<file path="src/rtl/ff_stream_serializer.sv">
// Byte FIFO feeding an MSB-first serial bit stream; FF_PRBS_TEST_EN adds a PRBS-7 test mode.
// Latency: byte written into empty FIFO on edge N shows bit 7 after edge N+1.
// Backpressure: writes while full are dropped and flag sticky overflow.

// Generic byte FIFO with registered full/empty/level and sticky overflow.
// Latency: written byte readable (rd_dat_o) the cycle after the write edge.
// Backpressure: wr_vld_i ignored while full; pop_i ignored while empty.
module ff_byte_fifo #(
   parameter int DEPTH = 8,
   parameter int AW    = 3
) (
   input  logic          clk_i,
   input  logic          reset_i,
   input  logic          wr_vld_i,
   input  logic [7:0]    wr_dat_i,
   input  logic          pop_i,
   output logic [7:0]    rd_dat_o,
   output logic          full_o,
   output logic          empty_o,
   output logic [AW:0]   level_o,
   output logic          overflow_o
);

   logic [7:0]    mem_q [DEPTH];
   logic [AW-1:0] wr_ptr_q, rd_ptr_q;
   logic [AW:0]   level_q, level_d;
   logic          full_q, empty_q, overflow_q;
   logic          wr_acc, pop_acc;

   // Acceptance uses the registered flags, so a full FIFO drops a write even if it pops this edge.
   assign wr_acc  = wr_vld_i & ~full_q;
   assign pop_acc = pop_i & ~empty_q;

   always_comb begin
      level_d = level_q;
      case ({wr_acc, pop_acc})
         2'b10:   level_d = level_q + (AW+1)'(1);
         2'b01:   level_d = level_q - (AW+1)'(1);
         default: level_d = level_q;
      endcase
   end

   always_ff @(posedge clk_i) begin
      if (reset_i) begin
         wr_ptr_q   <= '0;
         rd_ptr_q   <= '0;
         level_q    <= '0;
         full_q     <= 1'b0;
         empty_q    <= 1'b1;
         overflow_q <= 1'b0;
      end else begin
         if (wr_acc)  wr_ptr_q <= wr_ptr_q + AW'(1);
         if (pop_acc) rd_ptr_q <= rd_ptr_q + AW'(1);
         if (wr_vld_i && full_q) overflow_q <= 1'b1;
         level_q <= level_d;
         full_q  <= (level_d == (AW+1)'(DEPTH));
         empty_q <= (level_d == '0);
      end
   end

   always_ff @(posedge clk_i) begin
      if (wr_acc) mem_q[wr_ptr_q] <= wr_dat_i;
   end

   assign rd_dat_o   = mem_q[rd_ptr_q];
   assign full_o     = full_q;
   assign empty_o    = empty_q;
   assign level_o    = level_q;
   assign overflow_o = overflow_q;

endmodule

// Serial sink feeder: pops bytes and shifts them out MSB-first, back-to-back, with ff_en.
// Latency: one cycle from FIFO non-empty to bit 7; 8 cycles per byte, no gaps.
// Backpressure: none on the serial side; writer must honour full (overflow is sticky).
module ff_stream_serializer #(
   parameter int FIFO_DEPTH = 8,
   parameter int ADDR_W     = 3
) (
   input  logic              ff_clk,
   input  logic              reset,
`ifdef FF_PRBS_TEST_EN
   input  logic              prbs_mode,
`endif
   input  logic [7:0]        wr_data,
   input  logic              wr_en,
   output logic              full,
   output logic              empty,
   output logic [ADDR_W:0]   level,
   output logic              overflow,
   output logic              ff_data,
   output logic              ff_en,
   output logic              busy
);

   typedef enum logic [1:0] {
      S_IDLE  = 2'd0,
      S_SHIFT = 2'd1,
      S_PRBS  = 2'd2
   } state_t;

   state_t     state_q;
   logic [7:0] shift_q;
   logic [2:0] bit_cnt_q;
   logic       ff_data_q, ff_en_q, busy_q;
   logic [7:0] rd_data;
   logic       pop_slot, pop;

   ff_byte_fifo #(
      .DEPTH (FIFO_DEPTH),
      .AW    (ADDR_W)
   ) u_fifo (
      .clk_i      (ff_clk),
      .reset_i    (reset),
      .wr_vld_i   (wr_en),
      .wr_dat_i   (wr_data),
      .pop_i      (pop),
      .rd_dat_o   (rd_data),
      .full_o     (full),
      .empty_o    (empty),
      .level_o    (level),
      .overflow_o (overflow)
   );

   assign pop_slot = (state_q == S_IDLE) || ((state_q == S_SHIFT) && (bit_cnt_q == 3'd0));

`ifdef FF_PRBS_TEST_EN
   logic [6:0] lfsr_q;
   logic [6:0] lfsr_nxt;

   assign lfsr_nxt = {lfsr_q[5:0], lfsr_q[6] ^ lfsr_q[5]};
   assign pop      = pop_slot & ~empty & ~prbs_mode;
`else
   assign pop      = pop_slot & ~empty;
`endif

   always_ff @(posedge ff_clk) begin
      if (reset) begin
         state_q   <= S_IDLE;
         shift_q   <= '0;
         bit_cnt_q <= '0;
         ff_data_q <= 1'b0;
         ff_en_q   <= 1'b0;
         busy_q    <= 1'b0;
`ifdef FF_PRBS_TEST_EN
         lfsr_q    <= 7'h7F;
`endif
      end else begin
         case (state_q)
            S_IDLE: begin
               if (pop) begin
                  state_q   <= S_SHIFT;
                  shift_q   <= rd_data;
                  bit_cnt_q <= 3'd7;
                  ff_data_q <= rd_data[7];
                  ff_en_q   <= 1'b1;
                  busy_q    <= 1'b1;
`ifdef FF_PRBS_TEST_EN
               end else if (prbs_mode) begin
                  state_q   <= S_PRBS;
                  ff_data_q <= lfsr_q[6];
                  ff_en_q   <= 1'b1;
                  lfsr_q    <= lfsr_nxt;
`endif
               end else begin
                  ff_data_q <= 1'b0;
                  ff_en_q   <= 1'b0;
               end
            end
            S_SHIFT: begin
               if (bit_cnt_q != 3'd0) begin
                  // shift_q[7] is already on the wire, so the next bit sits at [6].
                  bit_cnt_q <= bit_cnt_q - 3'd1;
                  ff_data_q <= shift_q[6];
                  shift_q   <= {shift_q[6:0], 1'b0};
               end else if (pop) begin
                  shift_q   <= rd_data;
                  bit_cnt_q <= 3'd7;
                  ff_data_q <= rd_data[7];
`ifdef FF_PRBS_TEST_EN
               end else if (prbs_mode) begin
                  state_q   <= S_PRBS;
                  ff_data_q <= lfsr_q[6];
                  busy_q    <= 1'b0;
                  lfsr_q    <= lfsr_nxt;
`endif
               end else begin
                  state_q   <= S_IDLE;
                  ff_data_q <= 1'b0;
                  ff_en_q   <= 1'b0;
                  busy_q    <= 1'b0;
               end
            end
`ifdef FF_PRBS_TEST_EN
            S_PRBS: begin
               if (prbs_mode) begin
                  ff_data_q <= lfsr_q[6];
                  ff_en_q   <= 1'b1;
                  lfsr_q    <= lfsr_nxt;
               end else begin
                  state_q   <= S_IDLE;
                  ff_data_q <= 1'b0;
                  ff_en_q   <= 1'b0;
                  lfsr_q    <= 7'h7F;
               end
            end
`endif
            default: begin
               state_q   <= S_IDLE;
               ff_data_q <= 1'b0;
               ff_en_q   <= 1'b0;
               busy_q    <= 1'b0;
            end
         endcase
      end
   end

   assign ff_data = ff_data_q;
   assign ff_en   = ff_en_q;
   assign busy    = busy_q;

endmodule

</file>
<file path="config.mk">
export PLATFORM = sky130hd
export DESIGN_NAME = ff_stream_serializer
export DESIGN_NICKNAME = d
export VERILOG_FILES = /design/src/rtl/ff_stream_serializer.sv
export SDC_FILE = /design/constraint.sdc
export NUM_CORES = 1
export LEC_CHECK = 0
export BUFFER_PORTS_ARGS = -buffer_cell sky130_fd_sc_hd__buf_2
export CELL_PAD_IN_SITES_DETAIL_PLACEMENT = 1
export CELL_PAD_IN_SITES_GLOBAL_PLACEMENT = 1
export CORE_AREA = 3 3 78 135
export DETAILED_ROUTE_END_ITERATION = 12
export DIE_AREA = 0 0 81 138
export MAX_ROUTING_LAYER = met4
export PLACE_DENSITY_LB_ADDON = 0.1
export SKIP_CTS_REPAIR_TIMING = 1
export SYNTH_ARGS = -nofsm -noshare
export SYNTH_HDL_FRONTEND = slang
export SYNTH_SLANG_ARGS = --single-unit
export TNS_END_PERCENT = 20
</file>
<file path="constraint.sdc">
create_clock -name ff_clk -period 2.8 [get_ports ff_clk]
set_clock_uncertainty 0.05 [all_clocks]
set_input_delay 0.56 -clock ff_clk [delete_from_list [all_inputs] [get_ports ff_clk]]
set_output_delay 0.56 -clock ff_clk [all_outputs]
set_load 0.03 [all_outputs]
</file>
==> flow_summary.toml, run 1 <==
[global_route]
grt_max_degree = 28
antenna_found_initial = 0
first_global_vias = 2173
grt_pass1_wl_mm = 11.80
track_usage_pct = 14.97
grt_overflow_total = 0

[setup_path]
reg2reg_slack_ns = 0.36
path_max_fanout = 6
critPathMostFrequentCell = "ha_1"
reg2reg_to = "u_fifo.full_o$_SDFF_PP0_"
cp-start-kind = "flop"
path_class = "flop to flop"
timing.critical_path.buf_inv = 2
slowest_stage = "ha_1"
worstPathRequired_ns = 2.99
worstPathArrival_ns = 2.63
r2r_cells = 10
path_cells = "inv_1 -> ha_1 -> nand2b_1 -> a21oi_2 -> buf_4 -> ha_1 -> or3_1 -> o32ai_2 -> xnor2_1 -> nor4bb_1"
timing.rr.start = "bit_cnt_q[0]$_SDFF_PP0_"
cp-end-kind = "flop"
cpPeakStageDelay_ns = 0.36
cpLargestDelayFamily = "simple AND/OR/NAND/NOR gates"

[die]
pin_count = 21
die_h_um = 138
std_cell_rows = 47
initial_utilization_pct = 38.65
die_area_um2 = 11180
core_um2 = 9527
die_w_um = 81

[timing]
fmax_mhz = 410.4
fin_crit_ns = 2.436
timing.final.hold_violations = 0
timing.final.crit_share_pct = 87.01
drv_slew = 0
relSlewSlack_pct = 58.18
tightest_slew_ns = 0.6264
final.setup.tns_ns = 0
holdWs_ns = 0.4125
rsz0062_at_grt = "false"
setup_viol = 0

[job]
maxCapViolations = 0

[synth]
yosysTopAreaCell = "edfxtp_1"
yosys_warnings = 0
syn_area_um2 = 3682
syn-mean-instance-area_um2 = 15.80
async_flop_share_pct = 0
synth-seq-cells = 93
syn_nets = 251
yosysSeqAreaShare_pct = 67.96
ys_types = 37
syn_inst = 233
synth.area.top_cells = "edfxtp_1 (52%), dfxtp_1 (16%), mux4_2 (9.8%)"
synthFlopType = "edfxtp_1"
synth_edf_count = 64
synth_top_area_share_pct = 52.19

[detailed_routing]
viasPerCell = 5.112
drc_errors = 0
num_vias = 2014
drt_pass1_iterations = 4
ant_nets = 0
wl_mm = 7.330
wl_per_cell_um = 18.60
drt-initial-drc-count = 66

[cells_and_area]
nets = 285
antenna_cells = 0
area_growth_pct = 16.79
drive_gt1_share_pct = 26.47
layoutNonFillerInstCount = 394
final_util_pct = 45.14

[placement]
io_buffer_count = 20
gp_congestion = 0.6898
dp.cells = 378
hpwlAfterDp_mm = 4.969

[clock_tree]
cts_buffer_depth = 2
tritoncts = "done"
clk_latency_ns = 0.34
cts_made_buffers = 9
clkTransAtPathRegs_ns = 0.07
clock-sinks = 93
cts-root-buf = "clkbuf_16"
htree_levels = 3

[worst_hold_path]
hp-class = "flop to flop"
hold_end = "ff_en$_SDFFE_PP0P_"
min_from = "ff_en$_SDFFE_PP0P_"
hold-path-cell-count = 2

[power_and_ir_drop]
power_switching_mw = 1.330
comb_power_share_pct = 28.5
p_leak_nw = 1.501
p_int_mw = 2.949
seq_power_share_pct = 42.5
finalPower_mw = 4.279
p_clk_share_pct = 29.0
ir_drop_mv = 0.4434
switching_share_pct = 31.07
powerDensity_nw_per_um2 = 995.1

[run_status]
outcome = "finished, final reports clean"
==> power by group through the flow <==
stage / Combinational (mW) / Clock (mW) / Sequential (mW)
floorplan: 0.853 / 0 / 1.90
finish: 1.22 / 1.24 / 1.82
global route: 1.38 / 1.34 / 1.85
global placement: 1.23 / 0 / 1.85
CTS: 1.25 / 1.27 / 1.83
detailed placement: 1.24 / 0 / 1.86
==> cell families (layout without fill, tap and decap cells) <==
logic type / after synthesis / in the layout / share of synthesized area [%]
flip-flops: 93 / 93 / 67.96
buffers and inverters: 15 / 54 / 1.937
adder cells (fa/ha/maj): 7 / 7 / 2.378
AO/OA/AOI/OAI: 28 / 28 / 5.029
multiplexers: 27 / 27 / 12.78
XOR/XNOR: 8 / 8 / 1.903
AND/OR/NAND/NOR: 55 / 55 / 8.019
==> flip-flops by register name (all words and copies together) (netlist names), 3 cells and up, named ones only <==
name and cells:
bit_cnt_q 3, shift_q 7, u_fifo.level_o 4, u_fifo.mem_q 64
u_fifo.rd_ptr_q 3, u_fifo.wr_ptr_q 3
==> stage by stage <==
step	setup slack [ns]	instance area (um2)
floorplan	0.3480	3682
global placement	0.3359	3984
detailed placement	0.2536	3984
CTS	0.2433	4290
global route	0.03774	4300
finish	0.3636	4300
==> worst max-delay path by stage <==
| stage | slack, ns | depth (start not counted) | from | to |
|---|---|---|---|---|
| finish | 0.36 | 10 | bit_cnt_q[0]$_SDFF_PP0_ | u_fifo.full_o$_SDFF_PP0_ |
| global route | 0.04 | 12 | bit_cnt_q[0]$_SDFF_PP0_ | u_fifo.full_o$_SDFF_PP0_ |
| CTS | 0.24 | 12 | bit_cnt_q[0]$_SDFF_PP0_ | u_fifo.full_o$_SDFF_PP0_ |
| detailed placement | 0.25 | 11 | wr_en | u_fifo.full_o$_SDFF_PP0_ |
| global placement | 0.34 | 11 | wr_en | u_fifo.full_o$_SDFF_PP0_ |
| floorplan | 0.35 | 11 | wr_en | u_fifo.full_o$_SDFF_PP0_ |
==> cells in the final DEF (no fill, tap or decap), types with 4 or more instances in the layout <==
cell / n
nor3_1: 5
a21oi_1: 8
nand2_1: 5
nand3b_1: 7
dfxtp_1: 29
nor2_1: 20
buf_2: 20
buf_4: 14
ha_1: 6
a211oi_1: 7
clkbuf_16: 9
mux2i_1: 11
mux4_2: 16
inv_1: 4
xor2_1: 4
o21ai_0: 6
nand2b_1: 6
nor2b_1: 4
edfxtp_1: 64
==> synthesized netlist by cell type, types with 2 or more instances <==
master and instances:
a211oi_1 7, o21ai_0 6, mux4_2 16, nand3b_1 7, xor2_1 4, a21oi_1 8, nor3_1 5, xnor2_1 4
buf_2 2, mux2i_1 11, dfxtp_1 29, ha_1 7, nand2b_1 6, edfxtp_1 64, nand2_1 5, inv_1 4
nor2b_1 4, nor2_1 20, clkbuf_1 6
==> worst reg2reg max path, stage by stage (launching register included) <==
cell and delay, ns:
dfxtp_1 0.35, inv_1 0.07, ha_1 0.22, nand2b_1 0.14
a21oi_2 0.10, buf_4 0.17, ha_1 0.36, or3_1 0.35
o32ai_2 0.12, xnor2_1 0.14, nor4bb_1 0.28
==> cell type report <==
type,count,area [um2]
fillers,984,5226
flip-flops and latches,93,2502
multi-input cells,125,1119
clock buffers,9,225.2
repair buffers,34,205.2
well taps,122,152.6
clock inverters,7,81.33
inverters,4,15.01
==> layer usage <==
metal	GRT usage (%)	up-vias	part of all wire (%)
met5	-	-	0
met4	5.610	0	1.9
met3	3.711	11	2.3
met2	25.79	22	57
met1	16.20	1034	39
li1	-	947	-
Note: power is estimated with default switching activity, not from simulation.
==> run 2: changes to the inputs <==
CELL_PAD_IN_SITES_DETAIL_PLACEMENT = 0   (was 1)
==> run 2 against run 1 <==
Against the previous run: largest cell class unchanged; flip-flop and latch count unchanged; count of clock-buffer cells in the layout unchanged; highest routed layer unchanged; maximum frequency increased by 0.27%; first-iteration DRC count is 6.1% lower; clock power decreased by 4%; final area decreased by 0.58%; global-route usage down 0.87 points; final cell count did not move; critical path type unchanged; largest power group unchanged; combinational power about the same.
==> flow_summary.toml, run 2 (synthesized netlist as in run 1, its figures left out) <==
[setup_path]
worstPathRequired_ns = 2.99
path_cells = "inv_1 -> ha_1 -> nand2b_1 -> a21oi_2 -> ha_1 -> xor2_1 -> ha_1 -> a21oi_1 -> xor2_1 -> nor2_1 -> xnor2_1 -> nor4bb_1"
reg2reg_slack_ns = 0.37
critPathMostFrequentCell = "ha_1"
cp-start-kind = "flop"
cp-end-kind = "flop"
path_class = "flop to flop"
worstPathArrival_ns = 2.62
timing.rr.start = "bit_cnt_q[0]$_SDFF_PP0_"
reg2reg_to = "u_fifo.full_o$_SDFF_PP0_"
path_max_fanout = 4
r2r_cells = 12
slowest_stage = "dfxtp_1"
cpPeakStageDelay_ns = 0.34

[cells_and_area]
area_growth_pct = 16.11
mostFrequentLayoutCells = "edfxtp_1 (64), dfxtp_1 (29), nor2_1 (20), buf_2 (20), mux4_2 (16)"
antenna_cells = 0
largest_register_ffs = 64
layoutNonFillerInstCount = 394
layout.cells.most_common = "edfxtp_1"
regMostFlops = "u_fifo.mem_q"
n_fill_cell = 889
nets = 285
drive_gt1_share_pct = 25.00

[run_status]
outcome = "finished, final reports clean"

[global_route]
grt_overflow_total = 0
track_usage_pct = 14.10
grt_max_degree = 28
first_global_vias = 1975
grt_pass1_wl_mm = 11.03
antenna_found_initial = 0

[timing]
fin_crit_ns = 2.430
relSlewSlack_pct = 56.08
rsz0062_at_grt = "false"
tightest_slew_ns = 0.6579
drv_slew = 0
timing.final.hold_violations = 0
setup_viol = 0
fmax_mhz = 411.6
final.setup.tns_ns = 0
timing.final.crit_share_pct = 86.78

[detailed_routing]
wl_per_cell_um = 17.44
drt_pass1_iterations = 4
drc_errors = 0
wl_mm = 6.873
drt-initial-drc-count = 62
viasPerCell = 4.952
num_vias = 1951
ant_nets = 0

[die]
die_w_um = 81
die_area_um2 = 11180
core_um2 = 9527
die_h_um = 138
std_cell_rows = 47
initial_utilization_pct = 38.65
pin_count = 21

[clock_tree]
htree_levels = 3
clkTransAtPathRegs_ns = 0.06
cts-root-buf = "clkbuf_16"
clk_latency_ns = 0.34
clock-sinks = 93
cts_buffer_depth = 2
tritoncts = "done"
cts_made_buffers = 9

[power_and_ir_drop]
powerDensity_nw_per_um2 = 980.5
p_leak_nw = 1.487
ir_drop_mv = 0.3452

[job]
maxCapViolations = 0

[worst_hold_path]
hp-class = "input port to flop"
hold-path-cell-count = 3
min_from = "wr_en"
hold_end = "u_fifo.overflow_o$_SDFFE_PP0P_"

[placement]
dp.cells = 378
hpwlAfterDp_mm = 4.643
io_buffer_count = 20
gp_congestion = 0.6898
-- run 2: critical path, delay by kind of cell (launching register included) --
kind / cells / cell delay, ns
simple gates: 3 / 0.44
flops: 1 / 0.34
compound gates: 2 / 0.24
xor+xnor: 3 / 0.55
fa+ha+maj: 3 / 0.67
buf+inv: 1 / 0.06
-- run 2: how the worst max path moves through the flow --
stage | start | end | depth (start not counted)
after floorplan | wr_en | u_fifo.full_o$_SDFF_PP0_ | 11
after detailed placement | wr_en | u_fifo.full_o$_SDFF_PP0_ | 11
after CTS | bit_cnt_q[0]$_SDFF_PP0_ | u_fifo.full_o$_SDFF_PP0_ | 12
final | bit_cnt_q[0]$_SDFF_PP0_ | u_fifo.full_o$_SDFF_PP0_ | 12
after global routing | bit_cnt_q[0]$_SDFF_PP0_ | u_fifo.full_o$_SDFF_PP0_ | 12
after global placement | wr_en | u_fifo.full_o$_SDFF_PP0_ | 11
-- run 2: layout make-up --
cell class,count,area [um2],area share (%)
timing repair buffer,34,205.2,4.800
inverter,4,15.01,0.3512
clock buffer,9,225.2,5.268
tap,122,152.6,3.570
clock inverter,7,66.31,1.551
sequential,93,2502,58.53
multi-input combinational,125,1109,25.93
-- run 2: report_power, final --
group,switching [mW],internal (mW),leakage (nW)
Sequential,0.133,1.68,0.820
Combinational,0.635,0.556,0.534
Clock,0.505,0.685,0.133
-- run 2: metrics by stage --
step	hold slack, ns	area [um2]	setup WS [ns]	power, mW	util, %
finish	0.4071	4275	0.3703	4.192	44.88
global route	0.4469	4275	0.01895	4.478	44.88
CTS	0.4014	4275	0.2980	4.268	44.88
detailed placement	0.4067	3984	0.2759	3.070	41.82
global placement	0.3936	3984	0.3359	3.076	41.82
floorplan	0.3956	3682	0.3480	2.755	-
-- run 2: routing by layer --
metal / global-route usage [%] / vias up / routed length, um
met5: - / - / 0
met3: 2.734 / 14 / 210
li1: - / 949 / -
met1: 16.67 / 959 / 2782
met2: 22.45 / 29 / 3678
met4: 7.213 / 0 / 201
==> run 3: changes to the inputs <==
==> constraint.sdc (replaced) <==
create_clock -name ff_clk -period 2.8 [get_ports ff_clk]
set_clock_uncertainty 0.05 [all_clocks]
set_input_delay 0.42 -clock ff_clk [delete_from_list [all_inputs] [get_ports ff_clk]]
set_output_delay 0.42 -clock ff_clk [all_outputs]
set_load 0.03 [all_outputs]
==> run 3 against run 2 <==
Against the previous run: sequential power about the same; critical path depth unchanged; setup slack lost 0.027 ns; final cell count unchanged; non-clock buffer count is the same; register-to-register slack got worse by 0.03 ns; global-route usage is 0.17 points higher; utilization up 0.49 points; wire length shrank 1.0%; die area unchanged.
==> flow_summary.toml, run 3 (synthesized netlist as in run 1, its figures left out) <==
[timing]
fmax_mhz = 407.1
final.setup.tns_ns = 0
fin_crit_ns = 2.457
relSlewSlack_pct = 52.07
tightest_slew_ns = 0.7180
rsz0062_at_grt = "false"
timing.final.crit_share_pct = 87.73
timing.final.hold_violations = 0
setup_viol = 0
fin_ws_ns = 0.3435
drv_slew = 0

[detailed_routing]
viasPerCell = 5.020
wl_mm = 6.804
num_vias = 1978
drt-initial-drc-count = 68
drc_errors = 0
wl_per_cell_um = 17.27
drt_pass1_iterations = 4
ant_nets = 0

[job]
maxCapViolations = 0

[worst_hold_path]
min_from = "wr_en"
hp-class = "input port to flop"

[clock_tree]
clock-sinks = 93
tritoncts = "done"
cts_buffer_depth = 2
clk_latency_ns = 0.34
cts-root-buf = "clkbuf_16"
clkTransAtPathRegs_ns = 0.06
cts_made_buffers = 9
htree_levels = 3

[setup_path]
reg2reg_to = "u_fifo.full_o$_SDFF_PP0_"
crit_path_end = "u_fifo.full_o$_SDFF_PP0_"
r2r_cells = 12
cp-end-kind = "flop"
path_max_fanout = 4
slowest_stage = "dfxtp_1"
worstPathArrival_ns = 2.65
cp-startpoint = "bit_cnt_q[0]$_SDFF_PP0_"
path_class = "flop to flop"
timing.rr.start = "bit_cnt_q[0]$_SDFF_PP0_"
critPathMostFrequentCell = "ha_1"
path_cells = "inv_1 -> ha_1 -> nand2b_1 -> a21oi_2 -> ha_1 -> xor2_1 -> ha_1 -> a21oi_1 -> xor2_1 -> nor2_1 -> xnor2_1 -> nor4bb_1"
cp-start-kind = "flop"
cpPeakStageDelay_ns = 0.35
reg2reg_slack_ns = 0.34
worstPathRequired_ns = 2.99

[placement]
place_area_um2 = 3984
gp_congestion = 0.6569
place_ws_ns = 0.3658
hpwlAfterDp_mm = 4.542
io_buffer_count = 20

[run_status]
outcome = "finished, final reports clean"

[die]
initial_utilization_pct = 38.65
pin_count = 21
die_w_um = 81
core_um2 = 9527
std_cell_rows = 47
die_area_um2 = 11180
die_h_um = 138

[cells_and_area]
nets = 285
largest_register_ffs = 64
mostFrequentLayoutCells = "edfxtp_1 (64), dfxtp_1 (29), nor2_1 (20), buf_2 (20), mux4_2 (16)"
drive_gt1_share_pct = 25.37
layout.cells.most_common = "edfxtp_1"
final_area_um2 = 4322
regMostFlops = "u_fifo.mem_q"
final_util_pct = 45.36
antenna_cells = 0
area_growth_pct = 17.36

[global_route]
grt_overflow_total = 0
first_global_vias = 2074
antenna_found_initial = 0
grt_max_degree = 28
track_usage_pct = 14.26
grt_pass1_wl_mm = 11.14

[power_and_ir_drop]
powerDensity_nw_per_um2 = 1013
ir_drop_mv = 0.3750
finalPower_mw = 4.379
p_leak_nw = 1.521
run 3: changes by cell type in the layout (fill, tap and decap cells not counted), sizes merged:
cell | before | now
inv | 4 | 5
clkinvlp | 3 | 0
bufinv | 1 | 3
run 3: cell type report:
class | instances | area [um2]
fillers | 901 | 5205
flip-flops and latches | 93 | 2502
multi-input cells | 125 | 1109
clock buffers | 9 | 225.2
repair buffers | 34 | 205.2
well taps | 122 | 152.6
clock inverters | 7 | 112.6
inverters | 4 | 15.01
run 3: through the flow:
| stage | hold WS, ns | std cells |
|---|---|---|
| 6_report | 0.2645 | 394 |
| 5_1_grt | 0.2832 | 394 |
| 4_1_cts | 0.2573 | 394 |
| 3_5_place_dp | 0.3984 | 378 |
| 3_3_place_gp | 0.3934 | 378 |
| 2_1_floorplan | 0.3956 | 233 |
run 3: power by group:
part           internal [mW]  switching [mW]  leakage [nW]  total [mW]
clock network          0.869           0.505         0.167        1.37
registers               1.68           0.132         0.820        1.81
logic                  0.554           0.641         0.534        1.19
total                   3.10            1.28          1.52        4.38
run 3: worst min path at each step:
stage | end | slack [ns] | cells after the start
floorplan | ff_data$_SDFF_PP0_ | 0.40 | 2
global placement | ff_en$_SDFFE_PP0P_ | 0.39 | 2
detailed placement | u_fifo.overflow_o$_SDFFE_PP0P_ | 0.40 | 2
CTS | u_fifo.overflow_o$_SDFFE_PP0P_ | 0.26 | 3
global route | u_fifo.overflow_o$_SDFFE_PP0P_ | 0.28 | 3
finish | u_fifo.overflow_o$_SDFFE_PP0P_ | 0.26 | 3
run 3: per-layer routing:
metal	part of all wire (%)	track usage, %
met5	0	-
met4	2.6	6.144
met3	3.7	3.320
met2	55	23.88
met1	38	15.90
run 3: worst max-delay path, delay by kind of cell, from the launching register on:
kind / cells / cell delay [ns]
AO/OA/AOI/OAI: 2 / 0.23
XOR/XNOR: 3 / 0.55
buffers and inverters: 1 / 0.07
adder cells (fa/ha/maj): 3 / 0.66
flip-flops: 1 / 0.35
AND/OR/NAND/NOR: 3 / 0.43
